`src/rtl/wb_arbiter.sv`:
```
// Write-back arbiter: merges the in-order pipeline write port (A) with a buffered long-latency port (B).
// Optional WB_BYPASS_EN: a B write that finds the FIFO empty and A idle goes straight to the output register.
module wb_arbiter #(
    parameter int DATA_W     = 32,
    parameter int ADDR_W     = 5,
    parameter int DEPTH      = 4,
    parameter int STARVE_MAX = 8
) (
    input  logic              clk,
    input  logic              rst,
    input  logic              a_we,
    input  logic [ADDR_W-1:0] a_waddr,
    input  logic [DATA_W-1:0] a_wdata,
    input  logic              b_valid,
    output logic              b_ready,
    input  logic [ADDR_W-1:0] b_waddr,
    input  logic [DATA_W-1:0] b_wdata,
    output logic              we,
    output logic [ADDR_W-1:0] waddr,
    output logic [DATA_W-1:0] wdata,
    input  logic [ADDR_W-1:0] raddr1,
    input  logic [ADDR_W-1:0] raddr2,
    output logic              pend1,
    output logic              pend2,
    output logic              stall_req
);

    localparam int PTR_W = $clog2(DEPTH);
    localparam int CNT_W = $clog2(DEPTH) + 1;
    localparam int STV_W = $clog2(STARVE_MAX + 1);

    logic [ADDR_W-1:0] fifo_addr [DEPTH];
    logic [DATA_W-1:0] fifo_data [DEPTH];
    logic [DEPTH-1:0]  fifo_valid;
    logic [DEPTH-1:0]  fifo_kill;
    logic [PTR_W-1:0]  rd_ptr;
    logic [PTR_W-1:0]  wr_ptr;
    logic [CNT_W-1:0]  count;
    logic [STV_W-1:0]  starve_cnt;

    logic a_busy;
    logic fifo_empty;
    logic b_fire;
    logic b_live;
    logic bypass;
    logic push;
    logic pop;
    logic starve_cond;

    // Writes to r0 are no-ops, so an A write to r0 leaves the port free for the FIFO.
    assign a_busy      = a_we && (a_waddr != '0);
    assign fifo_empty  = (count == '0);
    assign b_ready     = !rst && (count < CNT_W'(DEPTH));
    assign b_fire      = b_valid && b_ready;
    assign b_live      = b_fire && (b_waddr != '0);
    assign pop         = !a_busy && !fifo_empty;
    assign starve_cond = !fifo_empty && a_busy;

`ifdef WB_BYPASS_EN
    assign bypass = b_live && fifo_empty && !a_busy;
`else
    assign bypass = 1'b0;
`endif

    assign push = b_live && !bypass;

    always_comb begin
        pend1 = 1'b0;
        pend2 = 1'b0;
        if (!rst) begin
            for (int i = 0; i < DEPTH; i++) begin
                if (fifo_valid[i] && !fifo_kill[i]) begin
                    if ((raddr1 != '0) && (fifo_addr[i] == raddr1)) pend1 = 1'b1;
                    if ((raddr2 != '0) && (fifo_addr[i] == raddr2)) pend2 = 1'b1;
                end
            end
        end
    end

    // A newer A write to the same register makes a queued B write stale; it still drains, but silently.
    always_ff @(posedge clk) begin
        if (rst) begin
            fifo_valid <= '0;
            fifo_kill  <= '0;
            rd_ptr     <= '0;
            wr_ptr     <= '0;
            count      <= '0;
        end else begin
            for (int i = 0; i < DEPTH; i++) begin
                if (a_busy && fifo_valid[i] && (fifo_addr[i] == a_waddr)) fifo_kill[i] <= 1'b1;
            end
            if (pop) begin
                fifo_valid[rd_ptr] <= 1'b0;
                rd_ptr             <= rd_ptr + PTR_W'(1);
            end
            if (push) begin
                fifo_valid[wr_ptr] <= 1'b1;
                fifo_kill[wr_ptr]  <= a_busy && (a_waddr == b_waddr);
                fifo_addr[wr_ptr]  <= b_waddr;
                fifo_data[wr_ptr]  <= b_wdata;
                wr_ptr             <= wr_ptr + PTR_W'(1);
            end
            count <= count + CNT_W'(push) - CNT_W'(pop);
        end
    end

    always_ff @(posedge clk) begin
        if (rst) begin
            we    <= 1'b0;
            waddr <= '0;
            wdata <= '0;
        end else if (a_busy) begin
            we    <= 1'b1;
            waddr <= a_waddr;
            wdata <= a_wdata;
        end else if (pop) begin
            we    <= !fifo_kill[rd_ptr];
            waddr <= fifo_addr[rd_ptr];
            wdata <= fifo_data[rd_ptr];
        end else if (bypass) begin
            we    <= 1'b1;
            waddr <= b_waddr;
            wdata <= b_wdata;
        end else begin
            we <= 1'b0;
        end
    end

    // stall_req looks one cycle ahead so it drops in the cycle right after the FIFO finally gets a slot.
    always_ff @(posedge clk) begin
        if (rst) begin
            starve_cnt <= '0;
            stall_req  <= 1'b0;
        end else begin
            if (!starve_cond) begin
                starve_cnt <= '0;
            end else if (starve_cnt < STV_W'(STARVE_MAX)) begin
                starve_cnt <= starve_cnt + STV_W'(1);
            end
            stall_req <= starve_cond && (starve_cnt >= STV_W'(STARVE_MAX - 1));
        end
    end

endmodule

```
`config.mk`:
```
export PLATFORM = sky130hd
export DESIGN_NAME = wb_arbiter
export DESIGN_NICKNAME = d
export VERILOG_FILES = /design/src/rtl/wb_arbiter.sv
export SDC_FILE = /design/constraint.sdc
export NUM_CORES = 1
export LEC_CHECK = 0
export BUFFER_PORTS_ARGS = -buffer_cell sky130_fd_sc_hd__buf_2
export CAP_MARGIN = 20
export CORE_MARGIN = 1
export CORE_UTILIZATION = 56
export DETAILED_ROUTE_END_ITERATION = 7
export HOLD_SLACK_MARGIN = 0.08
export PLACE_DENSITY_LB_ADDON = 0.08
export SYNTH_ARGS = -nofsm -noshare
export SYNTH_HDL_FRONTEND = slang
export SYNTH_SLANG_ARGS = --single-unit
```
`constraint.sdc`:
```
create_clock -name clk -period 2.8 [get_ports clk]
set_clock_uncertainty 0.05 [all_clocks]
set_input_delay 0.14 -clock clk [delete_from_list [all_inputs] [get_ports clk]]
set_output_delay 0.14 -clock clk [all_outputs]
set_load 0.03 [all_outputs]
```
## Word-level counts from Yosys, hierarchy flattened

Memories as Yosys holds them, arrays and structs flattened. A register that Yosys moved wholly into a read port is not among the register bits.
Index checks and enable logic that the tools add are counted.

| storage, ports and cells | value |
|---|---|
| bits in writable memories | 148 |
| output and inout port bits | 42 |
| flip-flop bits (word level) | 58 |
| input bits | 88 |
| word-level logic and storage cells | 136 |
| memories kept | 2 |

Memory list:

| memory | depth | bits a word | rd ports | clocked after memory_dff | wr ports | RTL line | source |
|---|---|---|---|---|---|---|---|
| fifo_data | 4 | 32 | 1 | 1 | 1 | 33 | `logic [DATA_W-1:0] fifo_data [DEPTH];` |
| fifo_addr | 4 | 5 | 5 | 1 | 1 | 32 | `logic [ADDR_W-1:0] fifo_addr [DEPTH];` |

| operators by class | value |
|---|---|
| bitwise operators | 4 |
| equal/unequal tests | 13 |
| multiplexer cells | 50 |
| $add $sub $neg | 5 |
| reductions and logical operators | 45 |
| $lt $le $gt $ge | 7 |

Operator list:

| kind | number |
|---|---|
| == test 5 bit | 13 |
| two-way mux 32 bit | 2 |
| two-way mux 1 bit | 34 |
| logical AND 1 bit | 30 |
| nonzero test 5 bit | 4 |
| two-way mux 4 bit | 4 |
| two-way mux 5 bit | 2 |
| logical NOT 1 bit | 8 |
| two-way mux 2 bit | 4 |
| < comparator 2 x 3 -> 1 bit (second input constant) | 2 |
| adder 2 x 1 -> 2 bit (second input constant) | 2 |
| adder 4 x 1 -> 4 bit (second input constant) | 1 |
| bitwise AND 4 bit | 1 |
| bitwise mux 4 bit | 1 |
| demux 1 bit (select 2 bit) | 2 |
| greater-or-equal comparator 2 x 1 -> 1 bit (second input constant) | 2 |
| greater-or-equal comparator 4 x 3 -> 1 bit (second input constant) | 1 |
| < comparator 4 bit (second input constant) | 1 |
| inverter 4 bit | 1 |
| bitwise OR 4 bit | 1 |
| adder 3 x 1 -> 3 bit | 1 |
| logical NOT 3 bit | 1 |
| < comparator 3 bit (second input constant) | 1 |
| subtractor 3 x 1 -> 3 bit | 1 |
| 4 further kinds | 4 |

## Depth between registers and ports, before layout

Gate-level depths: netlist of the first run.
An unclocked memory read counts as a cell.

| depth | value |
|---|---|
| depth in word-level cells | 12 |
| mapped depth | 12 |

## Worst setup path before layout of the first run

No wires, ideal clock.

| timing path | value |
|---|---|
| path kind | register to register |
| start | register count[2] |
| end | register fifo_kill[2] |
| arrival | 2.789 ns |
| setup time | 0.107 ns |
| stages on the path, launching flop included | 7 |
| path slack | -0.145 ns |
| clock period less this slack | 2.945 ns |
| cell sequence | dfxtp_1 -> nor2_1 -> o311a_1 -> and2_1 -> clkbuf_1 -> nor2_1 -> a221oi_1 |

| between the ends | value |
|---|---|
| cells in the longest elaborated chain, start to end | 5 |

RTL lines:

| what | RTL line | source |
|---|---|---|
| from (decl) | 38 | `logic [CNT_W-1:0] count;` |
| from (signal assigned) | 103 | `count <= count + CNT_W'(push) - CNT_W'(pop);` |
| < comparator 3 bit | 53 | `assign b_ready = !rst && (count < CNT_W'(DEPTH));` |
| logical AND 1 bit | 53 |  |
| net b_ready | 15 | `output logic b_ready,` |
| logical AND 1 bit | 54 | `assign b_fire = b_valid && b_ready;` |
| logical AND 1 bit | 55 | `assign b_live = b_fire && (b_waddr != '0);` |
| two-way mux 4 bit | 96 | `if (push) begin` |
| to (signal, indexed assignment) | 98 | `fifo_kill[wr_ptr] <= a_busy && (a_waddr == b_waddr);` |
| to (decl) | 35 | `logic [DEPTH-1:0] fifo_kill;` |

The timed path passes the listed nets, and every way through them passes these cells.
A chain may end at the register's enable or synchronous reset.

## Worst setup path after layout of the first run

| timing path | value |
|---|---|
| start | input port a_waddr[3] |
| end | register count[2] |

| between the ends | value |
|---|---|
| cells in the longest elaborated chain, start to end | 5 |

RTL lines:

| what | RTL line | source |
|---|---|---|
| from (decl) | 12 | `input logic [ADDR_W-1:0] a_waddr,` |
| nonzero test 5 bit | 51 | `assign a_busy = a_we && (a_waddr != '0);` |
| logical AND 1 bit | 51 |  |
| logical NOT 1 bit | 56 | `assign pop = !a_busy && !fifo_empty;` |
| logical AND 1 bit | 56 |  |
| net pop | 47 | `logic pop;` |
| subtractor 3 x 1 -> 3 bit | 103 |  |

The timed path passes the listed nets, and every way through them passes these cells.

==> results of run 1 <==
[worst max path at each step]
| stage | slack, ns | to |
|---|---|---|
| 2_1_floorplan | 0.22 | count[2] |
| 3_3_place_gp | 0.35 | count[2] |
| 3_5_place_dp | 0.26 | count[2] |
| 4_1_cts | 0.21 | count[2] |
| 5_1_grt | 0.07 | count[2] |
| 6_report | 0.21 | count[2] |
[final cells by class]
class	instances	area (sq um)	area share, %
Sequential cell	208	5650	50.5
Multi-Input combinational cell	364	3060	27.4
Timing Repair Buffer	218	1510	13.5
Clock buffer	23	533	4.77
Tap cell	211	264	2.36
Clock inverter	15	126	1.13
Inverter	8	30.0	0.269
[cells by family after synthesis]
kind of cell | after synthesis | synth area share (%)
DFF | 208 | 62.9
and+or+nand+nor | 152 | 7.93
AOI/OAI and AO/OA | 88 | 7.51
xor gates and xnor gates | 71 | 6.93
buffers and inverters | 57 | 3.14
muxes | 41 | 9.87
adders and majority gates | 12 | 1.76
[worst max-delay path: cells and delay by family]
family / cells / cell delay, ns
AOI/OAI and AO/OA: 1 / 0.26
adders and majority gates: 3 / 0.67
xor gates and xnor gates: 2 / 0.35
buffers and inverters: 3 / 0.76
and+or+nand+nor: 3 / 0.71
[power groups by stage]
| stage | clock, W | sequential (W) | combinational, W |
|---|---|---|---|
| global route | 0.00282 | 0.00377 | 0.00253 |
| floorplan | 0 | 0.00395 | 0.00146 |
| global placement | 0 | 0.00379 | 0.00222 |
| detailed placement | 0 | 0.00381 | 0.00226 |
| finish | 0.00267 | 0.00375 | 0.00234 |
| CTS | 0.00271 | 0.00374 | 0.00235 |
[flip-flops by register name, indices dropped and copies added (netlist names), named ones only]
signal      count
count           3
fifo_addr      20
waddr           5
wr_ptr          2
starve_cnt      4
we              1
fifo_kill       4
stall_req       1
wdata          32
rd_ptr          2
fifo_valid      4
fifo_data     128
[metrics by stage]
step           total power [W]  setup slack, ns  instance area (sq um)
4_1_cts                0.00880            0.208                  11200
6_report               0.00875            0.207                  11200
2_1_floorplan          0.00541            0.225                   8980
5_1_grt                0.00913           0.0698                  11200
3_3_place_gp           0.00600            0.348                   9770
3_5_place_dp           0.00606            0.265                   9770
[routing by layer]
metal | track usage [%] | wire length (microns) | part of all wire, %
met1 | 33.5 | 8760 | 43
met2 | 44.6 | 9990 | 49
met3 | 3.49 | 1040 | 5.1
met4 | 7.89 | 560 | 2.8
met5 | 0 | 0 | 0
[cells in the final DEF, fill, tap and decap left out, types with 3 or more instances in the layout]
master,netlist,routed
sky130_fd_sc_hd__or3_1,3,3
sky130_fd_sc_hd__a211oi_1,28,28
sky130_fd_sc_hd__ha_1,11,11
sky130_fd_sc_hd__nand4_1,13,13
sky130_fd_sc_hd__a221oi_1,4,4
sky130_fd_sc_hd__nor3_1,15,15
sky130_fd_sc_hd__clkbuf_16,0,21
sky130_fd_sc_hd__edfxtp_1,148,148
sky130_fd_sc_hd__a21oi_2,11,11
sky130_fd_sc_hd__and2_2,0,4
sky130_fd_sc_hd__xnor2_1,43,43
sky130_fd_sc_hd__nor2_1,61,61
sky130_fd_sc_hd__nand2b_1,4,4
sky130_fd_sc_hd__mux4_2,38,38
sky130_fd_sc_hd__dfxtp_1,60,58
sky130_fd_sc_hd__inv_1,8,8
sky130_fd_sc_hd__dlygate4sd3_1,0,75
sky130_fd_sc_hd__buf_4,1,13
sky130_fd_sc_hd__buf_2,9,129
sky130_fd_sc_hd__clkinv_2,0,4
sky130_fd_sc_hd__a21oi_1,28,28
sky130_fd_sc_hd__clkinv_1,0,6
sky130_fd_sc_hd__nor4_1,6,6
sky130_fd_sc_hd__nor2b_1,4,4
sky130_fd_sc_hd__nand2_1,37,37
sky130_fd_sc_hd__a211oi_2,11,11
sky130_fd_sc_hd__mux2i_1,3,3
sky130_fd_sc_hd__xor2_1,28,28
==> impl.org, run 1 <==
** Worst setup path
- Register-to-Register Path Depth :: 10
- Kind of critical path :: input port to flop
- STA classifies the critical path endpoint as a flop.
- Data required time at the worst endpoint :: just over 3 ns
- STA classifies the critical path startpoint as an input port.
- Reg-to-reg endpoint :: count[2]
- For this design, the slowest cell found on the critical path is sky130_fd_sc_hd__or4_4.
- Setup slack of the worst register-to-register path :: 0.39 ns
- Reg-to-reg startpoint :: count[2]
- The critical path starts at a_waddr[3].
- Traced cell by cell, the critical path runs through dlygate4sd3_1 > buf_2 > or4_4 > o21a_2 > nor2_8 > ha_1 > inv_1 > ha_1 > fa_1 > xnor2_1 > xnor2_1 > nor2_1.
- Max FO, Critical Path :: 7
- Data arrives at the worst endpoint at about 2.9 ns.
- The largest single stage delay on the critical path is approximately 0.55 ns.

** Min path
- Worst Hold Launch :: a_waddr[4]
- The tightest min-delay check is of the input port to flop type.
- Hold Crit Endpoint :: waddr[4]
- Number of instances on the worst hold path :: 4

** Timing
- For the pin with the worst max-slew slack, the measured transition is approximately 0.77 ns.
- Setup-failing EPs final :: 0
- The final count of pins violating max slew was 0.
- For the finished layout, the period the worst path requires is 2.59 ns.
- RSZ-0062 raised after global routing :: false
- Count of endpoints failing hold in the final timing report :: 0
- The worst path uses between 90% and 100% of the clock period.
- In this run the tightest slew margin relative to its limit is 48.9%.
- Hold is met by between 0.1 and 0.15 ns.
- Sum Neg Setup Slack :: 0 ns
- Max Freq :: a little under 0.4 GHz

** Logic synthesis
- Mean instance size in the synthesized netlist :: 14.3 sq um
- The number of nets in the synthesized netlist is between 700 and 800.
- The synthesized design contains ~210 register bits.
- Number of synthesized flops with an enable pin :: approximately 150
- Post-synthesis async set-or-reset flop share :: 0%
- Synth Instances :: ~630
- Distinct cell type count of the synthesized netlist :: 37
- Sequential element share of the synthesized area :: 62.9%
- Most used flip-flop cell after synthesis :: sky130_fd_sc_hd__edfxtp_1
- Among all cell types in the netlist, the one instantiated most often is sky130_fd_sc_hd__edfxtp_1.
- The mapped netlist covers approximately 0.009 sq mm.
- Leading post-synthesis cells by cell area :: sky130_fd_sc_hd__edfxtp_1, sky130_fd_sc_hd__dfxtp_1, sky130_fd_sc_hd__mux4_2
- Of all cell types, the one taking the most synthesized area is sky130_fd_sc_hd__edfxtp_1.
- Summed over its instances, the top area cell type makes up 49.5% of the synthesized netlist area.
- Warnings, synthesis :: 0
- Top cells by instance count after synthesis :: sky130_fd_sc_hd__edfxtp_1, sky130_fd_sc_hd__nor2_1, sky130_fd_sc_hd__dfxtp_1, sky130_fd_sc_hd__xnor2_1, sky130_fd_sc_hd__mux4_2

** Power and ir drop
- The share of total power dissipated in the clock network is a little under a third.
- The analysis attributes to net switching a power of roughly 0.0027 W.
- Of the total power, the share spent switching nets is 30.6%.
- Across the VDD grid, the largest voltage drop is ~0.00064 V.
- Pwr per Cell Area :: between 700 and 800 mW/mm^2
- Logic gate share of total power :: about a quarter
- Power share of the sequential group :: 42.8%
- P_int :: between 0.006 and 0.007 W
- In this run the static leakage power is 4.02 nW.

** Clock tree
- Counting every sink on the clock net gives roughly 210.
- CTS built an H-tree with a depth of 1.
- The longest clock path from root to sink contains 3 buffers.
- TritonCTS clock tree :: done
- The clock reaches the later pin of the worst-skew pair after slightly below 0.5 ns.
- Buffer cell driving the clock tree root :: sky130_fd_sc_hd__clkbuf_16
- Count of hold-fix buffers inserted at cts :: 75
- Post CTS Setup Buffer Count :: 0
- Number of CTS-inserted buffers :: 21
- After clock tree synthesis, the clock-pin slew on the worst setup and hold paths is about 0.06 ns.
- Post-CTS Resized :: 0

** GRT
- Global routing consumed, over all layers together, 25.6% of the routing resources.
- Pin count of the biggest net entering global routing :: between 50 and 60
- Initial antenna violation count :: 0
- The via count of the first global-routing pass was between 6k and 7k.
- Global-route wire length before repair :: around 32000 microns
- After global routing the overflow that remains totals 0.

** Run status
- Run status :: finished, final reports clean

** Cells and area
- Share of the core filled with cells in the final layout :: between 70% and 80%
- Share of layout cells above drive strength 1 :: between 20% and 30%
- The finished layout holds between 1k and 1.5k standard cells, fillers aside.
- 0 antenna diodes ended up in the layout.
- Number of nets in the layout :: a little over 900
- Layout filler cell count :: roughly 1.1k
- From synthesis to final layout, the design area changed by 24.5%.

** Detailed routing
- Summing over every cut layer, the via total after detailed routing is slightly below 6k.
- In the final routed layout, each cell accounts on average for approximately 19 microns.
- ANT nets after route :: 0
- The final layout contains routed wiring with a total length of around 20000 microns.
- Starting DRT DRC Count :: 413
- Iteration count of the initial detailed-routing pass :: 4
- Dividing the detail-routed via count by the number of cells gives approximately 5.6.
- In the routed design, unresolved DRC markers number 0.

** Die
- Floorplan row count :: between 40 and 50
- Effective utilization at floorplan :: about 58%
- In this run the standard cell core region covers 0.0154 sq mm.
- From bottom edge to top edge, the die measures 129 microns.
- Horizontal extent of the die :: 129 microns
- I/O pins :: 130
- The die covers around 0.017 sq mm.

** Run
- Number of max-cap violations :: 0

** Place
- Placed Cells :: between 900 and 1k
- At the end of routability-driven placement, the weighted congestion stood at 0.919.
- In this run the tool buffered the top-level ports with 129 buffer cells.
- After legalization and detailed placement, the total HPWL measured 12600 microns.
Note: power is estimated with default switching activity, not from simulation.
==> run 2: changes to the inputs <==
Settings changed: CORE_UTILIZATION 56 to 55.
==> impl.org, run 2 (synthesis gave the netlist of run 1 again) <==
** Place
- Placed wire-length estimate after detailed placement :: ~13000 microns
- During placement, the flow inserted port buffers numbering about 130.
- The congestion estimate from routability-driven global placement came to 0.932.
- Once placement finished, the instance area stood at just under 0.01 sq mm.

** GRT
- Entering global routing, the biggest net connects 59 pins.
- The via count of the first global-routing pass was 6153.
- GR Util All Layers :: about 26%
- Global-route wire length before repair :: between 30000 and 40000 microns
- Grt total ovfl :: 0
- The initial antenna violation count is 0.

** Cells and area
- Most common cell after layout, fill and taps aside :: sky130_fd_sc_hd__edfxtp_1
- Largest register FFs :: 128
- Summing all non-filler instances in the final layout gives an area of between 0.01 and 0.015 sq mm.
- Antenna diode count :: 0
- The largest registers in the layout are fifo_data: 128 flops, wdata: 32 flops, fifo_addr: 20 flops.
- Layout filler cell count :: ~1.1k
- fifo_data holds more flip-flops than any other register.
- The library cells used most frequently in the layout, excluding fill and tap cells, are sky130_fd_sc_hd__edfxtp_1, sky130_fd_sc_hd__buf_2, sky130_fd_sc_hd__dlygate4sd3_1.
- Compared with the post-synthesis result, the final layout area differs by 25.2%.
- At the end of the flow, the number of nets in the layout was about 920.
- Share of layout cells above drive strength 1 :: between 20% and 30%

** Detailed routing
- Post-Route M1 WL :: 8570 microns
- For this run, design rule violations remaining after detail routing come to 0.
- Met2 routed wirelength :: between 10000 and 15000 microns
- Starting DRT DRC Count :: 440
- The count of nets left with antenna violations once routing finished came out at 0.
- Mean routed wirelength per cell :: 19.6 microns
- Post-detailed-route via-to-cell ratio :: around 5.6
- Routed wire length :: 20700 microns
- The routed design uses approximately 950 microns of met3 wire.
- Total vias in the final route :: just under 6k
- Iteration count of the initial detailed-routing pass :: 4
- Top routing layer used :: met4

** Clock tree
- Clk buf depth :: 3
- TritonCTS built the clock tree.
- Post CTS Setup Buffer Count :: 0
- After clock tree synthesis, the clock-pin slew on the worst setup and hold paths is around 0.06 ns.
- Number of CTS-inserted buffers :: 22
- The number of gates resized after CTS was 0.
- Buffer cell driving the clock tree root :: sky130_fd_sc_hd__clkbuf_16
- CTS sink count :: ~210
- Clock latency on the worst-skew pair, taken at its later pin, is around 0.5 ns.
- CTS H-tree lvls :: 1

** Worst setup path
- The largest single stage delay on the critical path is about 0.55 ns.
- The worst setup path is launched from an input port.
- Kind of critical path :: input port to flop
- Setup slack of the worst register-to-register path :: around 0.40 ns
- Cell breakdown of the critical path :: dlygate4sd3_1 > buf_2 > or4_4 > o21a_2 > nor2_8 > ha_1 > inv_1 > ha_1 > fa_1 > xnor2_1 > xnor2_1 > nor2_1
- The most critical setup path has its startpoint at a_waddr[3].
- Top cell family by delay on the critical path :: buffers and inverters
- STA puts the critical path data arrival time at 2.88 ns.
- The slowest stage of the critical path belongs to the cell sky130_fd_sc_hd__or4_4.
- Together, buffers and inverters on the worst path number 3.
- The worst setup path is captured at a flop.
- Max FO, Critical Path :: 7
- Data required time at the worst endpoint :: a little over 3 ns
- The worst register-to-register path begins at count[2].

** Die
- Die Y :: approximately 130 microns
- between 100 and 150 I/O pins were placed.
- Floorplan row count :: 46
- Once the floorplan was initialized, standard cells occupied a little under three fifths of the core.
- Horizontal extent of the die :: 130 microns
- The core region is between 0.015 and 0.02 sq mm.
- Die Area :: between 0.015 and 0.02 sq mm

** Timing
- In the final timing run, aggregate negative setup slack is 0 ns.
- Number of max-slew violations in the final report :: 0
- Max Freq :: 0.387 GHz
- Slew at the pin with the worst max-slew slack :: between 0.8 and 0.9 ns
- The number of hold violations in the final report came to 0.
- Setup repair after global routing left no endpoint under its margin.
- Setup violations remaining at the end of the flow were counted as 0.
- The smallest clock period supported by the final layout is computed as between 2 and 3 ns.
- Dividing the final minimum period by the clock period gives around 90%.
- Relative slew slack :: a little over 40%

** Run status
- Run status :: finished, final reports clean

** Power and ir drop
- IR analysis of the VDD net gives a maximum drop of between 0.0005 and 0.0006 V.
- Summed over all cells, the static leakage comes to just over 4 nW.
- Dividing total power by cell area gives a power density of 784 mW/mm^2.
- Combinational logic is responsible for a little over a quarter of the overall power.
- Power dissipated by switching net loads :: between 0.002 and 0.003 W
- In this run switching power makes up a little under a third of total power.
- Internal power comes to 0.00614 W.
- Share of power burned in the clock network :: between 30% and 40%
- Power share of the sequential group :: 42.6%

** Min path
- In this run the worst hold path is classified as input port to flop.
- The startpoint identified for the worst hold timing path is a_waddr[4].

** Run
- Number of max-cap violations :: 0
## run 2: cell count changes in the layout (fill, tap and decap cells not counted), sizes merged
cell / before / now
buf: 143 / 144
clkbuf: 23 / 33
clkinvlp: 2 / 1
bufinv: 2 / 1
inv: 9 / 8
clkinv: 10 / 5
## run 2: through the flow
stage	hold WS [ns]	util, %	instances	setup slack (ns)	total power (W)
2_1_floorplan	0.189	-	629	0.225	0.00541
3_3_place_gp	0.302	61.6	939	0.342	0.00603
3_5_place_dp	0.312	61.6	939	0.281	0.00608
4_1_cts	0.110	70.7	1054	0.223	0.00890
5_1_grt	0.152	70.8	1055	0.0558	0.00924
6_report	0.130	70.8	1055	0.214	0.00882
## run 2: per-layer routing
| layer | GRT usage, % | vias to the layer above |
|---|---|---|
| met5 | 0 | - |
| met4 | 8.82 | 0 |
| met3 | 3.49 | 46 |
| met2 | 45.1 | 190 |
| met1 | 32.5 | 2953 |
| li1 | - | 2724 |
## run 2: cell type report
| class | instances | area, sq um | area share [%] |
|---|---|---|---|
| sequential | 208 | 5650 | 50.2 |
| inverter | 8 | 30.0 | 0.267 |
| timing repair buffer | 219 | 1550 | 13.8 |
| multi-input combinational | 364 | 3070 | 27.3 |
| clock buffer | 33 | 612 | 5.44 |
| clock inverter | 7 | 71.3 | 0.634 |
| tap | 216 | 270 | 2.40 |
## run 2: worst min-delay path, stage by stage
cell and delay (ns):
sky130_fd_sc_hd__buf_2 0.13, sky130_fd_sc_hd__buf_4 0.17, sky130_fd_sc_hd__nor2_1 0.11, sky130_fd_sc_hd__a211oi_1 0.06
## run 2: timing repair
item	4_1_cts	5_1_grt
hold buffers	75	0
hold endpoints to repair	185	0
setup endpoints to repair	0	0
## run 2: power by group through the flow
stage | clock, W | sequential (W) | combinational (W)
floorplan | 0 | 0.00395 | 0.00146
global placement | 0 | 0.00381 | 0.00223
detailed placement | 0 | 0.00382 | 0.00226
CTS | 0.00278 | 0.00376 | 0.00236
global route | 0.00291 | 0.00379 | 0.00255
finish | 0.00273 | 0.00376 | 0.00233
## run 2: final timing paths
path | endpoint | cells after the start
worst max-delay path | count[2] | 12
worst min register to register | fifo_valid[2] | 2
worst min-delay path | waddr[4] | 4
worst max register to register | count[2] | 10
